--- src/rtl/vga_vram_arbiter.sv ---
// ---------------------------------------------------------------------------
// vga_vram_arbiter
//   Shares one single-port synchronous video RAM between the VGA scanout
//   (reads, absolute priority) and a pixel writer (buffered in a 4-entry
//   FIFO, drained only in cycles the display does not need the RAM).
//
// Ports
//   Clock, Reset     : rising-edge clock, asynchronous active-low reset
//   iPixelReq/Addr   : display read request and pixel address
//   oPixelData/Valid : colour returned two edges after the request edge
//   iWrReq/Addr/Data : writer push strobe, address and colour
//   oWrReady         : write FIFO not full
//   oMemAddr/We/WData: registered RAM command
//   iMemRData        : RAM read data, one cycle after the address
//   iClrStatus       : clears the sticky status flags
//   oOverflow        : sticky, a push was dropped on a full FIFO
//   oStarve          : sticky, writer denied STARVE_LIMIT consecutive cycles
//   oFifoLevel       : write FIFO occupancy 0..4
// ---------------------------------------------------------------------------
module vga_vram_arbiter #(
  parameter int unsigned ADDR_W       = 19,
  parameter int unsigned DATA_W       = 3,
  parameter int unsigned STARVE_LIMIT = 1023
) (
  input  logic              Clock,
  input  logic              Reset,
  input  logic              iPixelReq,
  input  logic [ADDR_W-1:0] iPixelAddr,
  output logic [DATA_W-1:0] oPixelData,
  output logic              oPixelValid,
  input  logic              iWrReq,
  input  logic [ADDR_W-1:0] iWrAddr,
  input  logic [DATA_W-1:0] iWrData,
  output logic              oWrReady,
  output logic [ADDR_W-1:0] oMemAddr,
  output logic              oMemWe,
  output logic [DATA_W-1:0] oMemWData,
  input  logic [DATA_W-1:0] iMemRData,
  input  logic              iClrStatus,
  output logic              oOverflow,
  output logic              oStarve,
  output logic [2:0]        oFifoLevel
);

  localparam int unsigned CNT_W = (STARVE_LIMIT < 2) ? 1 : $clog2(STARVE_LIMIT + 1);
  localparam int unsigned ENT_W = ADDR_W + DATA_W;
  localparam logic [CNT_W-1:0] LIMIT = CNT_W'(STARVE_LIMIT);

  typedef enum logic [1:0] {
    ST_IDLE,
    ST_RD,
    ST_WR
  } state_t;

  state_t            r_state;
  state_t            w_state_next;

  // write FIFO
  logic [ENT_W-1:0]  r_fifo [4];
  logic [1:0]        r_wptr;
  logic [1:0]        r_rptr;
  logic [2:0]        r_level;
  logic              w_full;
  logic              w_empty;
  logic              w_push;
  logic              w_pop;
  logic              w_drop;
  logic [ENT_W-1:0]  w_head;

  // RAM command registers
  logic [ADDR_W-1:0] r_mem_addr;
  logic              r_mem_we;
  logic [DATA_W-1:0] r_mem_wdata;

  // read return pipeline
  logic              r_rd_pend;
  logic              r_pix_valid;
  logic [DATA_W-1:0] r_pix_data;

  // status
  logic              r_overflow;
  logic              r_starve;
  logic [CNT_W-1:0]  r_starve_cnt;
  logic [CNT_W-1:0]  w_starve_cnt_next;
  logic              w_starve_set;

  assign w_full  = (r_level == 3'd4);
  assign w_empty = (r_level == 3'd0);
  assign w_head  = r_fifo[r_rptr];

  // Full is judged on the registered level, so a push meeting a full FIFO
  // is dropped even when the same edge pops an entry.
  assign w_push  = iWrReq && !w_full;
  assign w_drop  = iWrReq && w_full;

  // Grant decision for the coming cycle; a WR grant pops the head at the
  // same edge that launches the RAM write.
  always_comb begin
    w_state_next = ST_IDLE;
    w_pop        = 1'b0;
    if (iPixelReq) begin
      w_state_next = ST_RD;
    end else if (!w_empty) begin
      w_state_next = ST_WR;
      w_pop        = 1'b1;
    end
  end

  always_ff @(posedge Clock or negedge Reset) begin
    if (!Reset) begin
      r_state <= ST_IDLE;
    end else begin
      r_state <= w_state_next;
    end
  end

  // Starvation counter: counts edges where data waits while the display
  // holds the RAM; the flag is raised only on the transition to the limit
  // so a clear while still saturated is not immediately undone.
  always_comb begin
    w_starve_cnt_next = r_starve_cnt;
    w_starve_set      = 1'b0;
    if (w_empty || w_pop) begin
      w_starve_cnt_next = '0;
    end else if (iPixelReq && (r_starve_cnt != LIMIT)) begin
      w_starve_cnt_next = r_starve_cnt + 1'b1;
      if (r_starve_cnt == (LIMIT - 1'b1)) begin
        w_starve_set = 1'b1;
      end
    end
  end

  // FIFO storage carries no reset; emptiness is defined by the pointers.
  always_ff @(posedge Clock) begin
    if (w_push) begin
      r_fifo[r_wptr] <= {iWrAddr, iWrData};
    end
  end

  always_ff @(posedge Clock or negedge Reset) begin
    if (!Reset) begin
      r_wptr  <= '0;
      r_rptr  <= '0;
      r_level <= '0;
    end else begin
      if (w_push) begin
        r_wptr <= r_wptr + 2'd1;
      end
      if (w_pop) begin
        r_rptr <= r_rptr + 2'd1;
      end
      unique case ({w_push, w_pop})
        2'b10:   r_level <= r_level + 3'd1;
        2'b01:   r_level <= r_level - 3'd1;
        default: r_level <= r_level;
      endcase
    end
  end

  always_ff @(posedge Clock or negedge Reset) begin
    if (!Reset) begin
      r_mem_addr  <= '0;
      r_mem_we    <= 1'b0;
      r_mem_wdata <= '0;
    end else begin
      unique case (w_state_next)
        ST_RD: begin
          r_mem_addr <= iPixelAddr;
          r_mem_we   <= 1'b0;
        end
        ST_WR: begin
          r_mem_addr  <= w_head[ENT_W-1:DATA_W];
          r_mem_wdata <= w_head[DATA_W-1:0];
          r_mem_we    <= 1'b1;
        end
        default: begin
          r_mem_we <= 1'b0;
        end
      endcase
    end
  end

  // RD granted after edge k -> RAM samples at k+1 -> data captured at k+2.
  always_ff @(posedge Clock or negedge Reset) begin
    if (!Reset) begin
      r_rd_pend   <= 1'b0;
      r_pix_valid <= 1'b0;
      r_pix_data  <= '0;
    end else begin
      r_rd_pend   <= (r_state == ST_RD);
      r_pix_valid <= r_rd_pend;
      if (r_rd_pend) begin
        r_pix_data <= iMemRData;
      end
    end
  end

  always_ff @(posedge Clock or negedge Reset) begin
    if (!Reset) begin
      r_overflow   <= 1'b0;
      r_starve     <= 1'b0;
      r_starve_cnt <= '0;
    end else begin
      r_starve_cnt <= w_starve_cnt_next;
      if (w_drop) begin
        r_overflow <= 1'b1;
      end else if (iClrStatus) begin
        r_overflow <= 1'b0;
      end
      if (w_starve_set) begin
        r_starve <= 1'b1;
      end else if (iClrStatus) begin
        r_starve <= 1'b0;
      end
    end
  end

  assign oMemAddr    = r_mem_addr;
  assign oMemWe      = r_mem_we;
  assign oMemWData   = r_mem_wdata;
  assign oPixelValid = r_pix_valid;
  assign oPixelData  = r_pix_data;
  assign oOverflow   = r_overflow;
  assign oStarve     = r_starve;
  assign oFifoLevel  = r_level;
  assign oWrReady    = !w_full;

endmodule
--- config.mk ---
export PLATFORM = sky130hd
export DESIGN_NAME = vga_vram_arbiter
export DESIGN_NICKNAME = d
export VERILOG_FILES = /design/src/rtl/vga_vram_arbiter.sv
export SDC_FILE = /design/constraint.sdc
export NUM_CORES = 1
export LEC_CHECK = 0
export ABC_AREA = 0
export BUFFER_PORTS_ARGS = -buffer_cell sky130_fd_sc_hd__buf_4
export CELL_PAD_IN_SITES_DETAIL_PLACEMENT = 1
export CELL_PAD_IN_SITES_GLOBAL_PLACEMENT = 1
export CORE_MARGIN = 2
export CORE_UTILIZATION = 40
export CTS_CLUSTER_DIAMETER = 40
export DETAILED_ROUTE_END_ITERATION = 8
export PLACE_DENSITY_LB_ADDON = 0.1
export RECOVER_POWER = 25
export SLEW_MARGIN = 25
export SYNTH_ARGS = -nofsm -noshare
export SYNTH_HDL_FRONTEND = slang
export SYNTH_SLANG_ARGS = --single-unit
--- constraint.sdc ---
create_clock -name Clock -period 2.69 [get_ports Clock]
set_input_delay 0.269 -clock Clock [delete_from_list [all_inputs] [get_ports Clock]]
set_output_delay 0.269 -clock Clock [all_outputs]
set_load 0.01 [all_outputs]
After elaboration in Yosys (flattened, before gate mapping)
Memory sizes are Yosys's and may differ from the RTL's.
Cells that the tools add are included.
Storage, ports and cells
  memories kept: 1
  register bits: 49
  bits in read-only memories: 0
  bits in latches: 0
  logic and storage cells: 55
  input bits: 49
  bits in writable memories: 88
  output and inout port bits: 33
Memory list
  r_fifo: words 4, bits a word 22, read ports 1, clocked after memory_dff 0, write ports 1, RTL line 59  | logic [ENT_W-1:0] r_fifo [4];
Cells by class
  bitwise logic cells: 0
  $lt $le $gt $ge: 0
  eq/ne operators: 8
  multiplexer cells: 17
  reduce and logical (&&, ||, !) cells: 11
  multipliers: 0
  $add $sub $neg: 5
  div/mod/pow operators: 0
  shift operators: 0
Operator list (number)
  one-hot mux 19 bit (2 select lines): 1
  2-to-1 mux 10 bit: 2
  2-to-1 mux 1 bit: 11
  adder 10 x 1 -> 10 bit, second input constant: 1
  equality test 10 bit, second input constant: 1
  != test 10 bit, second input constant: 1
  nonzero test 2 bit: 5
  equality test 2 x 1 -> 1 bit, second input constant: 3
  one-hot mux 3 bit (2 select lines): 1
  adder 2 x 1 -> 2 bit, second input constant: 2
  equality test 2 bit, second input constant: 2
  2-to-1 mux 2 bit: 2
  adder 3 x 1 -> 3 bit, second input constant: 1
  equality test 3 bit, second input constant: 1
  logical AND 1 bit: 3
  logical NOT 3 bit: 1
  subtractor 3 x 1 -> 3 bit, second input constant: 1
  logical NOT 1 bit: 1
  logical OR 1 bit: 1

Longest topological paths before layout
  depth in word-level cells: 6
  depth in mapped cells: 10
  depth with buffers taken out: 9

Least setup slack after synthesis
OpenSTA, ideal clock, no wires.
  path type: flip-flop to flip-flop
  start point: register r_level[0] (netlist: oFifoLevel[0])
  end point: register r_level[2] (netlist: oFifoLevel[2])
  arrival time: 1969 ps
  buffers on the path: 1
  clock period less this slack: 2049 ps
  stages on the path, launching flop included: 11
  data required time: 2610 ps
  slack: 641 ps
  cell sequence: dfrtp_1 buf_2 nor3_1 or2_1 inv_2 ha_1 inv_1 fa_1 xor2_1 nor2_1 xor2_1
Between the ends
  word-level cells in the longest chain between the ends: 5
  elaborated cells on any way between the ends: 12
  classes of those cells: add/sub (2); eq/ne (3); mux (3); reduce/logical (4)
RTL lines
  from (decl): RTL line 62  | logic [2:0] r_level;
  from (signal assigned): RTL line 153  | 2'b10: r_level <= r_level + 3'd1;
  from (signal assigned): RTL line 154  | 2'b01: r_level <= r_level - 3'd1;
  from (signal assigned): RTL line 155  | default: r_level <= r_level;
  logical NOT 3 bit *: RTL line 88  | assign w_empty = (r_level == 3'd0);
  2-to-1 mux 1 bit *: RTL line 103  | end else if (!w_empty) begin
  2-to-1 mux 1 bit *: RTL line 101  | if (iPixelReq) begin
  via w_pop: RTL line 66  | logic w_pop;
  equality test 2 x 1 -> 1 bit / equality test 2 bit (equally long branches): RTL line 152  | unique case ({w_push, w_pop})
  one-hot mux 3 bit (2 select lines) / nonzero test 2 bit (equally long branches)
The timed path passes the listed nets; every way through them passes the cells marked *.
A chain may end at the register's enable or synchronous reset.

Final worst setup path
Same ends and word-level chain as after synthesis.

==> results.json <==
{
  "outcome": "finished, final reports clean",
  "slew_violations": 0,
  "grt_overflow": 0,
  "cp_slowest_cell": "dfrtp_1",
  "synth_flop_cell": "edfxtp_1",
  "slowest_delay_ps": 560,
  "cts_buffer_depth": 2,
  "synth_xor_area_share_pct": 1.13,
  "worstMarginPinSlew_ps": 713,
  "reg2reg_depth": 9,
  "hold_class": "input port to flop",
  "diodes": 0,
  "antenna_found_initial": 0,
  "drtPass1Iterations": 4,
  "worstPathArrival_ps": 2470,
  "endpoint_kind": "flop",
  "syn_nets": 377,
  "grt_setup_unrepaired": "false",
  "cpLargestDelayFamily": "flip-flops",
  "dieArea_sq_um": 14500,
  "core_sq_um": 13200,
  "yosysWarnings": 0,
  "io_buffers": 81,
  "tritoncts": "yes",
  "drtAntennaViolNets": 0,
  "std_cell_rows": 42,
  "synth_edf_count": 88,
  "drc": 0,
  "min_period_ps": 2150,
  "gr-usage-all-layers_pct": 17.6,
  "start_util_pct": 41.0,
  "grt_max_degree": 50,
  "synthMostInstantiatedCell": "edfxtp_1",
  "async_flop_share_pct": 35.8,
  "wire_per_inst_microns": 19.2,
  "synthAdderAreaFrac_pct": 1.98,
  "drive_gt1_share_pct": 30.5,
  "cap_violations": 0,
  "vias_per_cell": 5.14,
  "synth_top_area_cell": "edfxtp_1",
  "ir_drop_v": 0.000471,
  "first_global_vias": 3392,
  "fin_tns_setup_ps": 0,
  "setup_viol": 0,
  "drt-initial-drc-count": 192,
  "io_pins": 82,
  "die_x_microns": 120,
  "crit_buf_inv": 2,
  "holdPathStages": 2,
  "synth_cell_types": 50,
  "skew_ps": 10.4,
  "ys_seq_area_share_pct": 71.3,
  "fin_total_pwr_mw": 7.34,
  "crit_fanout": 8,
  "critPathKind": "flop to flop",
  "finalHoldViolCount": 0,
  "synth_top_family_by_area": "multiplexers",
  "worst_path_most_repeated_cell": "xor2_1",
  "place.gp.congestion": 0.725,
  "cts_root_buf": "clkbuf_16",
  "r2r_end": "oFifoLevel[2]",
  "startpoint_type": "flop",
  "postCtsSetupBuffers": 0,
  "synth_area_sq_um": 5420,
  "place_worst_setup_slack_ps": 533,
  "synth_mux_area_share_pct": 10.8,
  "fmax_ghz": 0.466,
  "ys_top_cells_by_area": "edfxtp_1, dfrtp_1, mux4_2",
  "synth-simple-area-share_pct": 4.34,
  "synth_area_per_cell_sq_um": 16.9,
  "syn_inst": 320,
  "relSlewSlack_pct": 52.2,
  "whs_endpoint": "oStarve",
  "cts_sinks": 137,
  "grt_pass1_wl_mm": 18.7,
  "wl_mm": 11.6,
  "clkLatencyLatePin_ps": 410,
  "r2r_setup_slack_ps": 540,
  "final.period_utilization_pct": 79.8,
  "numCtsBuffers": 17,
  "synth-compound-area-share_pct": 7.06,
  "ys_ff_latch": 137,
  "hp-start": "iClrStatus",
  "fin_ws_ps": 544,
  "power_density_nw_per_um2": 1080,
  "dpl.hpwl_mm": 7.17,
  "path_depth": 9,
  "p_leak_nw": 2.62,
  "final_nets": 474,
  "worstPathCellList": "nor3_1, or2_1, inv_2, ha_1, inv_1, fa_1, xor2_1, nor2_1, xor2_1",
  "yosysTopAreaCellShare_pct": 48.7,
  "area_growth_pct": 25.3,
  "synthTopCellsByCount": "edfxtp_1, dfrtp_1, inv_1",
  "cts.htree.levels": 4,
  "path_clk_slew_ps": 60,
  "r2r-start": "oFifoLevel[0]",
  "crit_required_ps": 3020,
  "die_y_microns": 120,
  "vias": 3116,
  "n_fill_cell": 1296
}
## registers in the layout, summed over array words and instances (netlist names)
register	cells
oMemWData	3
r_rd_pend	1
r_state	2
r_fifo	88
oPixelValid	1
oMemWe	1
oOverflow	1
oPixelData	3
r_rptr	2
oMemAddr	19
oFifoLevel	3
r_starve_cnt	10
r_wptr	2
oStarve	1
## layer usage
metal | track usage (%) | routed length [microns] | vias to the layer above
li1 | - | - | 1423
met1 | 22.4 | 5190 | 1603
met2 | 27.8 | 5690 | 74
met3 | 5.57 | 508 | 16
met4 | 7.56 | 228 | 0
met5 | 0 | 0 | -
## worst reg2reg max path, cell delays in order (launching register included)
cell,delay (ps)
dfrtp_1,560
nor3_1,120
or2_1,250
inv_2,100
ha_1,180
inv_1,60
fa_1,370
xor2_1,150
nor2_1,110
xor2_1,160
## logic make-up (layout without fill, tap and decap cells)
logic type	Yosys count	count (layout)
AOI/OAI and AO/OA	59	59
muxes	30	30
xor gates and xnor gates	7	7
adders and majority gates	8	8
buffers and inverters	43	153
DFF	137	137
and+or+nand+nor	36	36
## through the flow
step	util [%]	cell area (sq um)	cells	hold WS [ps]
after floorplan	-	5420	320	-26.6
after global placement	47.2	6250	573	352
after CTS	51.9	6880	606	18.1
final	51.3	6800	606	47.1
after detailed placement	47.2	6250	573	360
after global routing	51.3	6800	606	22.4
## layout make-up
class | instances | area (sq um) | share of cell area, %
Inverter | 31 | 116 | 1.71
Timing Repair Buffer | 90 | 599 | 8.82
Clock buffer | 21 | 450 | 6.63
Sequential cell | 137 | 3870 | 56.9
Multi-Input combinational cell | 140 | 1370 | 20.2
Tap cell | 176 | 220 | 3.24
Clock inverter | 11 | 169 | 2.49
## timing repair
action	4_1_cts	5_1_grt
hold buffers	1	0
gates resized for setup	0	0
hold endpoints to repair	49	0
## report_power, final
group          switching, mW  internal [mW]  total, mW
Clock                  0.843           1.58       2.42
Combinational          0.841          0.904       1.75
Sequential             0.391           2.78       3.17
## how the worst max path moves through the flow
stage	slack (ps)	start	to
finish	540	oFifoLevel[0]	oFifoLevel[2]
floorplan	640	oFifoLevel[0]	oFifoLevel[2]
global route	370	oFifoLevel[0]	oFifoLevel[2]
global placement	620	oFifoLevel[0]	oFifoLevel[2]
CTS	520	oFifoLevel[0]	oFifoLevel[2]
detailed placement	530	oFifoLevel[0]	oFifoLevel[2]
## cells in the final DEF, fill, tap and decap left out, types with 3 or more instances in the layout
cell	Yosys	final
nand2_1	5	5
o21ai_0	3	3
xnor2_1	4	4
and2_1	4	4
xor2_1	3	3
nand3_1	3	3
ha_1	7	7
clkinv_2	0	3
edfxtp_1	88	88
clkbuf_1	1	24
nor3_1	6	6
mux2_2	6	6
a22oi_1	19	19
a21oi_1	5	5
a31oi_1	3	3
bufinv_16	0	4
dfrtp_1	49	48
buf_4	2	68
inv_1	30	30
o21ai_1	20	20
mux4_2	22	22
clkbuf_16	0	17
Power figures use the tool's default switching activity.
